==> src/rtl/dmem_arbiter.sv <==
// Round-robin arbiter sharing one data-memory port between two load/store requesters.
// One grant per cycle, registered one-cycle response pulses, misaligned accesses flagged
// and blocked from writing, saturating contention counter.
module dmem_arbiter #(
  parameter int unsigned AW    = 32,
  parameter int unsigned DW    = 32,
  parameter int unsigned CNT_W = 16
) (
  input  logic             clk,
  input  logic             reset,
  input  logic             req0_valid,
  input  logic             req0_we,
  input  logic [AW-1:0]    req0_addr,
  input  logic [DW-1:0]    req0_wdata,
  output logic             req0_ready,
  output logic             rsp0_valid,
  output logic [DW-1:0]    rsp0_rdata,
  output logic             rsp0_err,
  input  logic             req1_valid,
  input  logic             req1_we,
  input  logic [AW-1:0]    req1_addr,
  input  logic [DW-1:0]    req1_wdata,
  output logic             req1_ready,
  output logic             rsp1_valid,
  output logic [DW-1:0]    rsp1_rdata,
  output logic             rsp1_err,
  output logic             mem_we,
  output logic [AW-1:0]    mem_a,
  output logic [DW-1:0]    mem_wd,
  input  logic [DW-1:0]    mem_rd,
  output logic [CNT_W-1:0] conflict_cnt
);

  // last_q = 1 means port 1 was granted most recently, so port 0 wins the next contention
  logic             last_q, last_d;
  logic             rsp0_valid_q, rsp0_valid_d;
  logic             rsp1_valid_q, rsp1_valid_d;
  logic [DW-1:0]    rsp0_rdata_q, rsp0_rdata_d;
  logic [DW-1:0]    rsp1_rdata_q, rsp1_rdata_d;
  logic             rsp0_err_q, rsp0_err_d;
  logic             rsp1_err_q, rsp1_err_d;
  logic [CNT_W-1:0] cnt_q, cnt_d;

  logic gnt0, gnt1;
  logic mis0, mis1;

  assign mis0 = |req0_addr[1:0];
  assign mis1 = |req1_addr[1:0];

  // Grant decision: single valid wins outright, contention goes to the port not served last
  always_comb begin
    gnt0 = 1'b0;
    gnt1 = 1'b0;
    if (!reset) begin
      if (req0_valid && req1_valid) begin
        gnt0 = last_q;
        gnt1 = !last_q;
      end else begin
        gnt0 = req0_valid;
        gnt1 = req1_valid;
      end
    end
  end

  assign req0_ready = gnt0;
  assign req1_ready = gnt1;

  // Memory port mux; port 0 drives address/data when idle, writes only for aligned stores
  always_comb begin
    mem_a  = req0_addr;
    mem_wd = req0_wdata;
    mem_we = gnt0 && req0_we && !mis0;
    if (gnt1) begin
      mem_a  = req1_addr;
      mem_wd = req1_wdata;
      mem_we = req1_we && !mis1;
    end
  end

  // Next-state: capture response of the granted port, pulse valid, count contention
  always_comb begin
    last_d       = last_q;
    rsp0_valid_d = 1'b0;
    rsp1_valid_d = 1'b0;
    rsp0_rdata_d = rsp0_rdata_q;
    rsp1_rdata_d = rsp1_rdata_q;
    rsp0_err_d   = rsp0_err_q;
    rsp1_err_d   = rsp1_err_q;
    cnt_d        = cnt_q;
    if (gnt0) begin
      last_d       = 1'b0;
      rsp0_valid_d = 1'b1;
      rsp0_err_d   = mis0;
      rsp0_rdata_d = (!req0_we && !mis0) ? mem_rd : '0;
    end
    if (gnt1) begin
      last_d       = 1'b1;
      rsp1_valid_d = 1'b1;
      rsp1_err_d   = mis1;
      rsp1_rdata_d = (!req1_we && !mis1) ? mem_rd : '0;
    end
    if (req0_valid && req1_valid && (cnt_q != '1)) begin
      cnt_d = cnt_q + CNT_W'(1);
    end
  end

  // State registers with synchronous reset
  always_ff @(posedge clk) begin
    if (reset) begin
      last_q       <= 1'b1;
      rsp0_valid_q <= 1'b0;
      rsp1_valid_q <= 1'b0;
      rsp0_rdata_q <= '0;
      rsp1_rdata_q <= '0;
      rsp0_err_q   <= 1'b0;
      rsp1_err_q   <= 1'b0;
      cnt_q        <= '0;
    end else begin
      last_q       <= last_d;
      rsp0_valid_q <= rsp0_valid_d;
      rsp1_valid_q <= rsp1_valid_d;
      rsp0_rdata_q <= rsp0_rdata_d;
      rsp1_rdata_q <= rsp1_rdata_d;
      rsp0_err_q   <= rsp0_err_d;
      rsp1_err_q   <= rsp1_err_d;
      cnt_q        <= cnt_d;
    end
  end

  assign rsp0_valid   = rsp0_valid_q;
  assign rsp1_valid   = rsp1_valid_q;
  assign rsp0_rdata   = rsp0_rdata_q;
  assign rsp1_rdata   = rsp1_rdata_q;
  assign rsp0_err     = rsp0_err_q;
  assign rsp1_err     = rsp1_err_q;
  assign conflict_cnt = cnt_q;

endmodule

==> config.mk <==
export PLATFORM = sky130hd
export DESIGN_NAME = dmem_arbiter
export DESIGN_NICKNAME = d
export VERILOG_FILES = /design/src/rtl/dmem_arbiter.sv
export SDC_FILE = /design/constraint.sdc
export NUM_CORES = 1
export LEC_CHECK = 0
export ABC_AREA = 1
export CORE_AREA = 2 2 124 126
export DETAILED_ROUTE_END_ITERATION = 6
export DIE_AREA = 0 0 126 128
export GPL_TIMING_DRIVEN = 0
export HOLD_SLACK_MARGIN = 0.06
export PLACE_DENSITY = 0.73
export SYNTH_ARGS = -nofsm -noshare
export SYNTH_HDL_FRONTEND = slang
export SYNTH_SLANG_ARGS = --single-unit
==> constraint.sdc <==
create_clock -name clk -period 2.8 [get_ports clk]
set_clock_uncertainty 0.05 [all_clocks]
set_input_delay 0.56 -clock clk [delete_from_list [all_inputs] [get_ports clk]]
set_output_delay 0.56 -clock clk [all_outputs]
set_load 0.02 [all_outputs]
=== Yosys cells after proc, flatten, opt, wreduce, memory -nomap -nowiden ===
Index checks and enable logic that the tools add are counted.

* Memories: 0
* Bits in read-only memories: 0
* Register bits after elaboration: 85
* Bits in writable memories: 0
* Input bits: 166
* Latch bits: 0

* Div/mod/pow operators: 0
* Shift-type cells: 0
* Muxes and demuxes: 11
* $lt $le $gt $ge: 0
* Reductions and logical operators: 15
* $add $sub $neg: 1
* Equal/unequal tests: 1
* Bitwise logic cells: 0
* Multipliers: 0

{| class="wikitable"
|+ Operator list
! cell !! number
|-
| 32-bit two-way mux || 4
|-
| 16-bit by 1-bit adder with 16-bit output (second input constant) || 1
|-
| 16-bit != test (second input constant) || 1
|-
| 1-bit logical AND || 7
|-
| 1-bit two-way mux || 7
|-
| 2-bit OR reduction || 3
|-
| 1-bit zero test || 5
|}

=== Depth between registers and ports, before layout ===
* Depth in word-level cells: 6
* Mapped depth: 9

=== Worst setup path after synthesis ===
Ideal clock, no wire load.

* Kind: in2out
* Start point: input port reset
* End point: output port mem_a[0]
* Setup slack: 0.630 ns
* Stages on the path: 5
* Arrival time: 1.560 ns
* Data required time: 2.190 ns
* Cells stage by stage: buf_4 nor2_4 inv_2 buf_4 o21ai_0

* Cells in the longest elaborated chain, start to end: 2

{| class="wikitable"
|+ Ends and longest elaborated chain
! element !! RTL line !! source
|-
| start: declaration || 10 || <nowiki>input logic reset,</nowiki>
|-
| 1-bit two-way mux || 54 || <nowiki>if (!reset) begin</nowiki>
|-
| 32-bit two-way mux || 73 || <nowiki>if (gnt1) begin</nowiki>
|-
| end: declaration || 28 || <nowiki>output logic [AW-1:0] mem_a,</nowiki>
|}

Every way passes these cells.

=== Worst setup path after layout ===
* Start point: input port req1_valid
* End point: output port mem_a[6]

* Cells in the longest elaborated chain, start to end: 4

{| class="wikitable"
|+ Ends and longest elaborated chain
! element !! RTL line !! source
|-
| start: declaration || 19 || <nowiki>input logic req1_valid,</nowiki>
|-
| 1-bit logical AND || 55 || <nowiki>if (req0_valid && req1_valid) begin</nowiki>
|-
| 1-bit two-way mux * || 55 ||
|-
| 1-bit two-way mux * || 54 ||
|-
| 32-bit two-way mux * || 73 ||
|}

Every way passes the cells marked *; elsewhere a longest branch is shown, timed or not.

==> results.py <==
metrics = {
    "critical_path": {
        "endpoint_kind": "output pin",
        "r2r_end": "rsp0_rdata[29]",
        "endpoint": "mem_a[6]",
        "startpoint_type": "primary input",
        "critPathMaxFanout": 10,
        "crit_start": "req1_valid",
        "rrSetupSlack_ns": 1.09,
        "rr_worst_depth": 9,
        "cp_data_arrival_time_ns": 2.04,
        "r2r_start": "last_q",
        "required_ns": 2.19,
        "critical_path_class": "primary input to output pin",
    },
    "floorplan": {
        "io_pins": 317,
        "start_util_pct": 28.7,
        "core_mm2": 0.0149,
        "die-area_mm2": 0.0161,
        "die_w_um": 126,
        "fp.dieH_um": 128,
        "num_rows": 45,
    },
    "clock_network": {
        "cts_tree": "yes",
        "clkSinkCount": 85,
        "htreeDepth": 3,
        "root_buffer": "clkbuf_16",
        "cts_buffers": 9,
        "insertion_delay_ns": 0.33,
        "clk_pin_slew_ns": 0.07,
        "ctsHoldBuffers": 0,
        "cts_buffer_depth": 2,
    },
    "logic_synthesis": {
        "ys_ff_latch": 85,
        "avgSynthCellArea_um2": 6.35,
        "ys_seq_area_share_pct": 39.9,
        "syn-cell-area_mm2": 0.00426,
        "synth_async_sr_flop_share_pct": 0,
        "syn_inst": 671,
        "synth_flop_cell": "dfxtp_1",
        "yosysUniqueCellTypes": 28,
        "ys_warn_count": 0,
        "syn_nets": 838,
        "synth_edf_count": 0,
    },
    "drt": {
        "wirelength_um": 18000,
        "drc_errors": 0,
        "wl_per_cell_um": 15.1,
        "drt_iter0_drc": 274,
        "firstDrtPassIters": 5,
        "routed_via_density": 4.50,
        "antenna_left": 0,
        "vias": 5365,
    },
    "placement": {
        "dp_hpwl_um": 14300,
        "dp_cells": 1174,
        "port_buffers": 315,
        "placed_area_mm2": 0.00765,
        "gp_congestion": 0.938,
    },
    "layout": {
        "layout-drive-gt1-share_pct": 7.37,
        "final_nets": 1166,
        "area_delta_synth_final_pct": 87.1,
        "n_fill_cell": 1496,
        "num_antenna_cells": 0,
        "final_design_area_no_fill_mm2": 0.00797,
        "final_cells": 1192,
    },
    "run": {
        "cap_viol_max_count": 0,
    },
    "timing": {
        "rsz0062_at_grt": "false",
        "final_max_slew_viol_count": 0,
        "clock.fmax_mhz": 378,
        "hold_ws_ns": 0.403,
        "slew-limit-headroom_pct": 64.5,
        "tightest_slew_ns": 0.532,
        "min_period_ns": 2.65,
        "hold_viol": 0,
        "setup_violations": 0,
        "min_period_over_period_pct": 94.6,
    },
    "global_routing": {
        "overflow": 0,
        "grt_max_degree": 16,
        "grt_pass1_wl_um": 26200,
        "grt_pass1_vias": 4806,
        "track_usage_pct": 20.5,
        "antenna_found_initial": 0,
    },
    "status": {
        "status": "finished, final reports clean",
    },
    "power_and_ir_drop": {
        "ir_worst_vdd_mv": 0.377,
        "powerDensity_mw_per_mm2": 410,
        "leakage_nw": 3.61,
    },
    "worst_hold_path": {
        "hold_path_class": "flop to flop",
    },
}
synth_stat cells, types with 3 or more instances:
library cell | n | share of area (%)
inv_1 | 61 | 5.4
nor2_4 | 3 | 0.79
o31ai_1 | 27 | 4.8
dfxtp_1 | 85 | 40
buf_2 | 17 | 2.0
nand3_1 | 20 | 2.3
o21ai_0 | 11 | 1.3
clkbuf_1 | 9 | 0.79
nor3_1 | 3 | 0.35
a21oi_1 | 42 | 4.9
buf_6 | 4 | 1.1
nand2_1 | 264 | 23
nor2_1 | 99 | 8.7
buf_1 | 3 | 0.26
nor2_2 | 3 | 0.44
buf_4 | 4 | 0.70
o22ai_1 | 3 | 0.44
worst max-delay path, stage by stage:
cell and delay (ns):
dlygate4sd2_1 0.31, o21ai_4 0.11, nor2_4 0.20, inv_2 0.08
buf_4 0.17, buf_4 0.18, nand2_1 0.06, nand2_1 0.04
dlygate4sd2_1 0.31
layer usage:
| metal | vias up | track usage, % | part of all wire [%] |
|---|---|---|---|
| li1 | 2743 | - | - |
| met1 | 2381 | 26.9 | 43 |
| met2 | 225 | 33.1 | 46 |
| met3 | 16 | 7.51 | 9.5 |
| met4 | 0 | 3.23 | 0.94 |
| met5 | - | 0 | 0 |
kinds of logic (layout without fill, tap and decap cells):
logic type               Yosys count  after routing  share of synthesized area (%)
AO/OA/AOI/OAI                     85             85                           11.8
buffers and inverters            100            433                           10.4
flip-flops                        85             85                           39.9
AND/OR/NAND/NOR                  400            400                           37.6
adder cells (fa/ha/maj)            1              1                          0.293
placed cells by master, fill, tap and decap left out, types with 7 or more instances in the layout:
cell and count:
buf_2 13, o21ai_0 11, dfxtp_1 85, inv_1 61, clkbuf_16 9, nor2_1 99
clkdlybuf4s15_2 10, nand2_1 264, a21oi_1 42, clkdlybuf4s50_1 247, dlygate4sd2_1 41, nand3_1 20
clkdlybuf4s15_1 15, clkbuf_1 7, o31ai_1 27, buf_4 12
layout make-up:
cell class / instances / area [µm²] / share of cell area, %
inverters: 63 / 236 / 2.97
flip-flops and latches: 85 / 1700 / 21.3
repair buffers: 317 / 3120 / 39.1
plain buffers: 37 / 238 / 2.98
well taps: 188 / 235 / 2.95
clock buffers: 11 / 253 / 3.17
clock inverters: 5 / 63.8 / 0.800
multi-input cells: 486 / 2130 / 26.7
worst min-delay path by stage:
stage | from | to | slack (ns) | cells past startpoint
finish | rsp1_rdata[13] | rsp1_rdata[13] | 0.40 | 2
detailed placement | rsp1_rdata[19] | rsp1_rdata[19] | 0.39 | 2
floorplan | last_q | last_q | 0.44 | 2
CTS | rsp1_rdata[13] | rsp1_rdata[13] | 0.41 | 2
global placement | rsp1_rdata[8] | rsp1_rdata[8] | 0.39 | 2
global route | rsp1_rdata[18] | rsp1_rdata[18] | 0.43 | 2
report_power, final:
part           internal, W  switching, W
registers          0.00123     0.0000116
logic             0.000385      0.000382
clock network     0.000750      0.000510
total              0.00236      0.000903
state kept, by name (all words and copies together) (netlist names):
signal,cells
rsp1_valid,1
rsp0_valid,1
last_q,1
rsp0_rdata,32
conflict_cnt,16
rsp1_rdata,32
rsp0_err,1
rsp1_err,1
metrics by stage:
| step | utilization, % | setup WS, ns | power (W) | TNS [ns] |
|---|---|---|---|---|
| floorplan | - | 0.630 | 0.00158 | 0 |
| global placement | 51.5 | -0.698 | 0.00207 | -36.18 |
| detailed placement | 51.5 | -0.677 | 0.00208 | -35.11 |
| CTS | 53.6 | 0.0174 | 0.00330 | 0 |
| global route | 53.6 | 0.0208 | 0.00341 | 0 |
| finish | 53.6 | 0.152 | 0.00327 | 0 |
what timing repair did:
action / in CTS / in global routing
setup buffers: 2 / 0
resized for setup: 112 / 11
setup endpoints to repair: 67 / 42
pin swaps: 1 / 1
endpoints found under the hold margin: 0 / 0
No activity file was read; power rests on OpenSTA's default activity.
